**src/rtl/pipe_stage_skid.sv**
```systemverilog
// Elastic pipeline-stage register: valid/ready handshake with a 2-entry skid buffer,
// synchronous flush to bubbles, and saturating stall/bubble counters.
module pipe_stage_skid #(
  parameter int unsigned DATA_W              = 96,
  parameter int unsigned CTRL_W              = 16,
  parameter int unsigned CNT_W               = 16,
  parameter bit          CLEAR_DATA_ON_FLUSH = 1'b0
) (
  input  logic              clk,
  input  logic              reset,
  input  logic              flush,
  input  logic              in_valid,
  output logic              in_ready,
  input  logic [CTRL_W-1:0] in_ctrl,
  input  logic [DATA_W-1:0] in_data,
  output logic              out_valid,
  input  logic              out_ready,
  output logic [CTRL_W-1:0] out_ctrl,
  output logic [DATA_W-1:0] out_data,
  output logic [1:0]        occupancy,
  output logic [CNT_W-1:0]  stall_cnt,
  output logic [CNT_W-1:0]  bubble_cnt
);

  typedef enum logic [1:0] {
    EMPTY = 2'd0,
    ONE   = 2'd1,
    FULL  = 2'd2
  } state_t;

  localparam logic [CNT_W-1:0] CNT_MAX = '1;

  state_t            state;
  logic [CTRL_W-1:0] skid_ctrl;
  logic [DATA_W-1:0] skid_data;
  logic              in_acc;
  logic              out_acc;

  assign in_acc    = in_valid & in_ready;
  assign out_acc   = out_valid & out_ready;
  // The state encoding is the entry count, so occupancy comes straight from the flop.
  assign occupancy = 2'(state);

  // Main slot drives out_*; skid slot only fills while main is stalled, and in_ready
  // is its registered inverse so backpressure never forms a combinational path.
  always_ff @(posedge clk or negedge reset) begin
    if (!reset) begin
      state      <= EMPTY;
      out_valid  <= 1'b0;
      out_ctrl   <= '0;
      out_data   <= '0;
      skid_ctrl  <= '0;
      skid_data  <= '0;
      in_ready   <= 1'b1;
      stall_cnt  <= '0;
      bubble_cnt <= '0;
    end else begin
      if (out_valid && !out_ready && (stall_cnt != CNT_MAX)) begin
        stall_cnt <= stall_cnt + CNT_W'(1);
      end
      if (!out_valid && (bubble_cnt != CNT_MAX)) begin
        bubble_cnt <= bubble_cnt + CNT_W'(1);
      end

      if (flush) begin
        state     <= EMPTY;
        out_valid <= 1'b0;
        out_ctrl  <= '0;
        skid_ctrl <= '0;
        in_ready  <= 1'b1;
        if (CLEAR_DATA_ON_FLUSH) begin
          out_data  <= '0;
          skid_data <= '0;
        end
      end else begin
        case (state)
          EMPTY: begin
            if (in_acc) begin
              state     <= ONE;
              out_valid <= 1'b1;
              out_ctrl  <= in_ctrl;
              out_data  <= in_data;
            end
          end
          ONE: begin
            if (in_acc && out_acc) begin
              out_ctrl <= in_ctrl;
              out_data <= in_data;
            end else if (in_acc) begin
              state     <= FULL;
              skid_ctrl <= in_ctrl;
              skid_data <= in_data;
              in_ready  <= 1'b0;
            end else if (out_acc) begin
              state     <= EMPTY;
              out_valid <= 1'b0;
              out_ctrl  <= '0;
            end
          end
          FULL: begin
            if (out_acc) begin
              state     <= ONE;
              out_ctrl  <= skid_ctrl;
              out_data  <= skid_data;
              skid_ctrl <= '0;
              in_ready  <= 1'b1;
            end
          end
          default: begin
            state     <= EMPTY;
            out_valid <= 1'b0;
            out_ctrl  <= '0;
            in_ready  <= 1'b1;
          end
        endcase
      end
    end
  end

endmodule

```
**config.mk**
```make
export PLATFORM = sky130hd
export DESIGN_NAME = pipe_stage_skid
export DESIGN_NICKNAME = d
export VERILOG_FILES = /design/src/rtl/pipe_stage_skid.sv
export SDC_FILE = /design/constraint.sdc
export NUM_CORES = 1
export LEC_CHECK = 0
export ABC_AREA = 1
export CAP_MARGIN = 20
export CORE_ASPECT_RATIO = 1.2
export CORE_MARGIN = 2
export CORE_UTILIZATION = 30
export CTS_BUF_LIST = sky130_fd_sc_hd__clkbuf_4 sky130_fd_sc_hd__clkbuf_8 sky130_fd_sc_hd__clkbuf_16
export DETAILED_ROUTE_END_ITERATION = 10
export PLACE_DENSITY = 0.5
export SYNTH_ARGS = -nofsm -noshare
export SYNTH_HDL_FRONTEND = slang
export SYNTH_SLANG_ARGS = --single-unit
```
**constraint.sdc**
```tcl
create_clock -name clk -period 5.5 [get_ports clk]
set_input_delay 1.1 -clock clk [delete_from_list [all_inputs] [get_ports clk]]
set_output_delay 1.1 -clock clk [all_outputs]
set_load 0.005 [all_outputs]
```
==> results.sh, run 1 <==
export IMPL_outcome="complete, no violations"
export IMPL_drc_errors=0
export IMPL_arrival_ns=3.73
export IMPL_io_pins=265
export IMPL_clockPowerShare_pct=27.6
export IMPL_ir_drop_mv=0.279
export IMPL_switchingPower_mw=2.69
export IMPL_vias_per_cell=4.59
export IMPL_whs_ns=0.467
export IMPL_rsz0062_at_grt="false"
export IMPL_cp_start_kind="primary input"
export IMPL_fin_nets=1931
export IMPL_fin_area_um2=16400
export IMPL_overflow=0
export IMPL_first_pass_iters=6
export IMPL_power_density_nw_per_um2=487
export IMPL_period_share_pct=58.8
export IMPL_placed_cell_area_um2=15300
export IMPL_die_width_um=188
export IMPL_grt_pass1_wl_um=58800
export IMPL_min_delay_path_class="flop to flop"
export IMPL_cts_resized=0
export IMPL_syn_inst=1589
export IMPL_p_total_mw=8.01
export IMPL_syn_avg_cell_area_um2=7.67
export IMPL_drv_cap=0
export IMPL_drive_gt1_share_pct=4.47
export IMPL_cts_root_buf="clkbuf_16"
export IMPL_netSwitchingFraction_pct=33.6
export IMPL_cp_endpoint="skid_ctrl[0]"
export IMPL_clkSlewWorstSetupHoldPaths_ns=0.06
export IMPL_vias=10871
export IMPL_syn_num_nets=1708
export IMPL_rrSetupSlack_ns=2.46
export IMPL_gr_usage_met3_pct=3.43
export IMPL_grt_use_met2_pct=29.7
export IMPL_grt_pass1_vias=10523
export IMPL_clockBufferDepth=3
export IMPL_portBuffers=264
export IMPL_cts_tree="built"
export IMPL_r2r_start="occupancy[0]"
export IMPL_grt_max_degree=116
export IMPL_path_class="primary input to flop"
export IMPL_routed_wl_um=36300
export IMPL_crit_start="out_ready"
export IMPL_setup_viol=0
export IMPL_hold_violations=0
export IMPL_place_ws_ns=1.68
export IMPL_slowest_delay_ns=0.74
export IMPL_critPathSlowestCell="nand2_1"
export IMPL_leakage_nw=8.09
export IMPL_skew_ns=0.0151
export IMPL_cts_htree_levels=1
export IMPL_crit_cells=7
export IMPL_core_um2=39900
export IMPL_drtIter0Drc=552
export IMPL_synth_edff_count=0
export IMPL_rows=80
export IMPL_top_usage_layer="met2"
export IMPL_clock_sinks=260
export IMPL_synthFlopType="dfrtp_1"
export IMPL_area_growth_pct=35.0
export IMPL_place_gp_congestion=0.816
export IMPL_grt_use_total_pct=17.3
export IMPL_tns_ns=0
export IMPL_crit_path_frequent_cell="nand2_1"
export IMPL_ys_seq_elements=260
export IMPL_path_cells="clkdlybuf4s50_1 > nand2_1 > o21ai_4 > nand3_1 > nand2_1 > nand2_1 > nand2_1"
export IMPL_cts_setup_buffers=0
export IMPL_tightest_slew_ns=1.03
export IMPL_relSlewSlack_pct=31.2
export IMPL_die_area_um2=42200
export IMPL_min_period_ns=3.23
export IMPL_ant_nets=0
export IMPL_slew_viol_final=0
export IMPL_drt_wirelength_per_cell_um=15.3
export IMPL_comb_power_share_pct=33.2
export IMPL_async_flop_share_pct=100
export IMPL_yosys_area_top_type="dfrtp_1"
export IMPL_worst_r2r_cell_count=7
export IMPL_antenna_found_initial=2
export IMPL_synthesis_area_um2=12200
export IMPL_yosysTopAreaCellShare_pct=53.2
export IMPL_insertion_delay_ns=0.57
export IMPL_worstReg2RegEnd="skid_ctrl[0]"
export IMPL_hpwl_um=23800
export IMPL_seqPwrFrac_pct=39.1
export IMPL_cts_hold_buf=0
export IMPL_fin_ws_ns=2.27
export IMPL_die_h_um=225
export IMPL_yosysWarnings=0
export IMPL_endpoint_kind="flop"
export IMPL_path_buf_inv=1
export IMPL_cp_top_family="simple AND/OR/NAND/NOR gates"
export IMPL_use_met1_pct=22.0
export IMPL_synth_cell_types=25
export IMPL_ys_seq_area_share_pct=53.4
export IMPL_cts_inserted_buffers=31
export IMPL_required_ns=6.00
export IMPL_cellInternalPower_mw=5.32
export IMPL_fmax_mhz=309
export IMPL_start_util_pct=30.5
export IMPL_ys_top_cells_by_area="dfrtp_1 (53%), nand2_1 (17%), nand3_1 (6.4%)"
export IMPL_cp_max_fo=17
area by class of cell:
| class | count | area (um^2) |
|---|---|---|
| Fill cell | 4067 | 23500 |
| Antenna cell | 1 | 2.50 |
| Inverter | 146 | 548 |
| Multi-Input combinational cell | 1094 | 4810 |
| Clock inverter | 12 | 195 |
| Tap cell | 533 | 667 |
| Sequential cell | 260 | 6510 |
| Timing Repair Buffer | 279 | 2810 |
| Clock buffer | 44 | 905 |
registers in the layout, summed over array words and instances (netlist names):
register	flops
out_data	96
skid_data	96
bubble_cnt	16
out_ctrl	16
skid_ctrl	16
stall_cnt	16
occupancy	2
in_ready	1
out_valid	1
metrics by stage:
stage	util, %	std cells
floorplan	-	1589
global route	41.2	2369
CTS	41.2	2368
detailed placement	38.4	2312
global placement	38.3	2309
finish	41.2	2369
worst register-to-register path, delay by kind of cell, from the launching register on:
family,cells,cell delay [ns]
AO/OA/AOI/OAI,1,0.16
buffers and inverters,1,0.18
AND/OR/NAND/NOR,5,2.12
flip-flops,1,0.45
layer usage:
layer | up-vias | part of all wire (%) | wire length [um]
met2 | 233 | 49 | 17800
met5 | - | 0.039 | 14
met3 | 44 | 5.6 | 2020
met4 | 2 | 2.2 | 800
li1 | 5487 | - | -
met1 | 5105 | 43 | 15700
cell usage after synthesis (2+ instances only):
library cell and n:
nor2_1 122, xor2_1 8, o21ai_0 142, nand2_1 553
ha_1 2, xnor2_1 6, inv_1 144, nand3_1 156
buf_2 14, a21oi_1 69, nand4_1 13, clkbuf_1 67
dfrtp_1 259, buf_1 8, o211ai_1 16
kinds of logic after synthesis:
logic type	after synthesis	share of synthesized area (%)
DFF	260	53.4
adders and majority gates	2	0.205
buffers and inverters	235	7.38
AOI/OAI and AO/OA	230	9.84
xor gates and xnor gates	14	1.01
and+or+nand+nor	848	28.2
how the worst min path moves through the flow:
stage,from,end,slack (ns),depth (start not counted)
after global routing,out_data[40],out_data[40],0.49,2
after CTS,out_data[38],out_data[38],0.47,2
after global placement,skid_ctrl[7],skid_ctrl[7],0.45,2
after detailed placement,out_data[40],out_data[40],0.46,2
after floorplan,skid_ctrl[0],skid_ctrl[0],0.44,2
final,out_data[40],out_data[40],0.47,2
power groups by stage:
stage	clock network [mW]	logic, mW	registers (mW)
2_1_floorplan	0	1.29	3.08
3_3_place_gp	0	2.65	3.16
3_5_place_dp	0	2.72	3.17
4_1_cts	2.28	2.72	3.15
5_1_grt	2.36	3.02	3.24
6_report	2.21	2.66	3.14
layout by cell type, fill, tap and decap left out, drive strengths merged:
master	n
nand2	553
clkdlybuf4s50	263
dfrtp	259
nand3	157
inv	146
o21ai	143
nor2	123
a21oi	69
clkbuf	44
o211ai	16
buf	16
nand4	13
xor2	8
xnor2	6
clkinv	6
bufinv	5
ha	2
diode	1
nor3	1
nand3b	1
a31oi	1
o21a	1
clkinvlp	1
dfstp	1
Power figures use the tool's default switching activity.
==> run 2: changes to the inputs <==
- clock period: 5.5 -> 3.05 ns (I/O delays scaled with it)
==> run 2 against run 1 <==
Global-route usage grew 0.16 points; sequential cell count is the same; cell area grew 0.73%; die area is the same; largest cell class unchanged.
==> results.sh, run 2 (synthesized netlist as in run 1, its figures left out) <==
export IMPL_slowest_delay_ns=0.63
export IMPL_rows=80
export IMPL_critPathSlowestCell="clkdlybuf4s50_1"
export IMPL_outcome="complete, no violations"
export IMPL_min_period_ns=2.27
export IMPL_core_um2=39900
export IMPL_skew_ns=0.0130
export IMPL_crit_start="occupancy[1]"
export IMPL_path_class="flop to primary output"
export IMPL_cts_inserted_buffers=31
export IMPL_cts_setup_buffers=0
export IMPL_grt_max_degree=97
export IMPL_die_width_um=188
export IMPL_grt_pass1_vias=10594
export IMPL_hpwl_um=24600
export IMPL_path_buf_inv=1
export IMPL_vias_per_cell=4.60
export IMPL_rsz0062_at_grt="false"
export IMPL_cp_max_fo=6
export IMPL_cts_resized=0
export IMPL_io_pins=265
export IMPL_overflow=0
export IMPL_start_util_pct=30.5
export IMPL_die_area_um2=42200
export IMPL_fmax_mhz=441
export IMPL_area_growth_pct=36.0
export IMPL_fin_nets=1949
export IMPL_die_h_um=225
export IMPL_cp_start_kind="flop"
export IMPL_tns_ns=0
export IMPL_ant_nets=0
export IMPL_cts_htree_levels=1
export IMPL_antenna_found_initial=3
export IMPL_drtIter0Drc=526
export IMPL_cts_hold_buf=0
export IMPL_r2r_start="bubble_cnt[0]"
export IMPL_cts_tree="built"
export IMPL_path_cells="clkdlybuf4s50_1"
export IMPL_clockBufferDepth=3
export IMPL_slew_viol_final=0
export IMPL_drive_gt1_share_pct=5.35
export IMPL_vias=10992
export IMPL_leakage_nw=8.17
export IMPL_first_pass_iters=4
export IMPL_portBuffers=264
export IMPL_cts_root_buf="clkbuf_16"
export IMPL_final_seq_area_um2=6510
export IMPL_insertion_delay_ns=0.56
export IMPL_drc_errors=0
export IMPL_relSlewSlack_pct=46.1
export IMPL_place_gp_congestion=0.790
export IMPL_clock_sinks=260
export IMPL_crit_cells=1
export IMPL_min_delay_path_class="primary input to async pin"
export IMPL_cp_top_family="buffers and inverters"
export IMPL_final_common_cell="nand2_1"
export IMPL_grt_use_total_pct=17.4
export IMPL_worst_r2r_cell_count=9
export IMPL_arrival_ns=1.66
export IMPL_required_ns=2.44
export IMPL_period_share_pct=74.3
export IMPL_clkSlewWorstSetupHoldPaths_ns=0.06
export IMPL_power_density_nw_per_um2=866
export IMPL_largestRegisters="out_data: 96 flops, skid_data: 96 flops"
export IMPL_whs_ns=0.0567
export IMPL_fin_util_pct=41.5
export IMPL_grt_pass1_wl_um=58900
export IMPL_ir_drop_mv=0.438
export IMPL_fill_cells=4045
export IMPL_multi_input_area_um2=4810
export IMPL_drt_wirelength_per_cell_um=15.4
export IMPL_final_cell_mix="nand2_1 (550), clkdlybuf4s50_1 (263), dfrtp_1 (259), nand3_1 (156), inv_1 (143)"
export IMPL_routed_wl_um=36800
export IMPL_hold_violations=0
export IMPL_setup_viol=0
export IMPL_endpoint_kind="primary output"
export IMPL_drv_cap=0
export IMPL_tightest_slew_ns=0.809
run 2: where the power goes:
part	internal, mW	switching (mW)	total, mW
Combinational	2.33	2.53	4.86
Clock	2.34	1.48	3.82
Sequential	4.84	0.815	5.66
run 2: metal layers:
metal  wire length, um  up-vias  track usage (%)
met4               942        2             5.49
met3              1740       57             3.07
met5                16        -                0
met2             18200      240             30.5
met1             15900     5183             21.9
li1                  -     5510                -
run 2: cell type report:
cell class                      count  area share (%)
Antenna cell                        2          0.0302
Multi-Input combinational cell   1094            29.0
Tap cell                          533            4.03
Inverter                          146            3.31
Sequential cell                   260            39.3
Clock buffer                       44            5.57
Timing Repair Buffer              297            17.9
Clock inverter                     11           0.808
run 2: worst paths after layout:
path,endpoint,slack [ns]
setup / recovery,occupancy[1],0.78
hold / removal,out_ctrl[8],0.06
setup reg to reg,bubble_cnt[11],0.86
hold reg to reg,skid_ctrl[1],0.47
max in group asynchronous,stall_cnt[12],2.16
min in group clk,skid_ctrl[1],0.47
run 2: stage by stage:
stage               setup WS, ns  instance area [um^2]  power (mW)  std cells
global route               0.666                 16600        15.4       2387
global placement           0.483                 15500        10.6       2330
detailed placement         0.448                 15500        10.7       2330
CTS                        0.758                 16600        14.6       2385
floorplan                   1.13                 12200        7.88       1589
finish                     0.784                 16600        14.3       2387
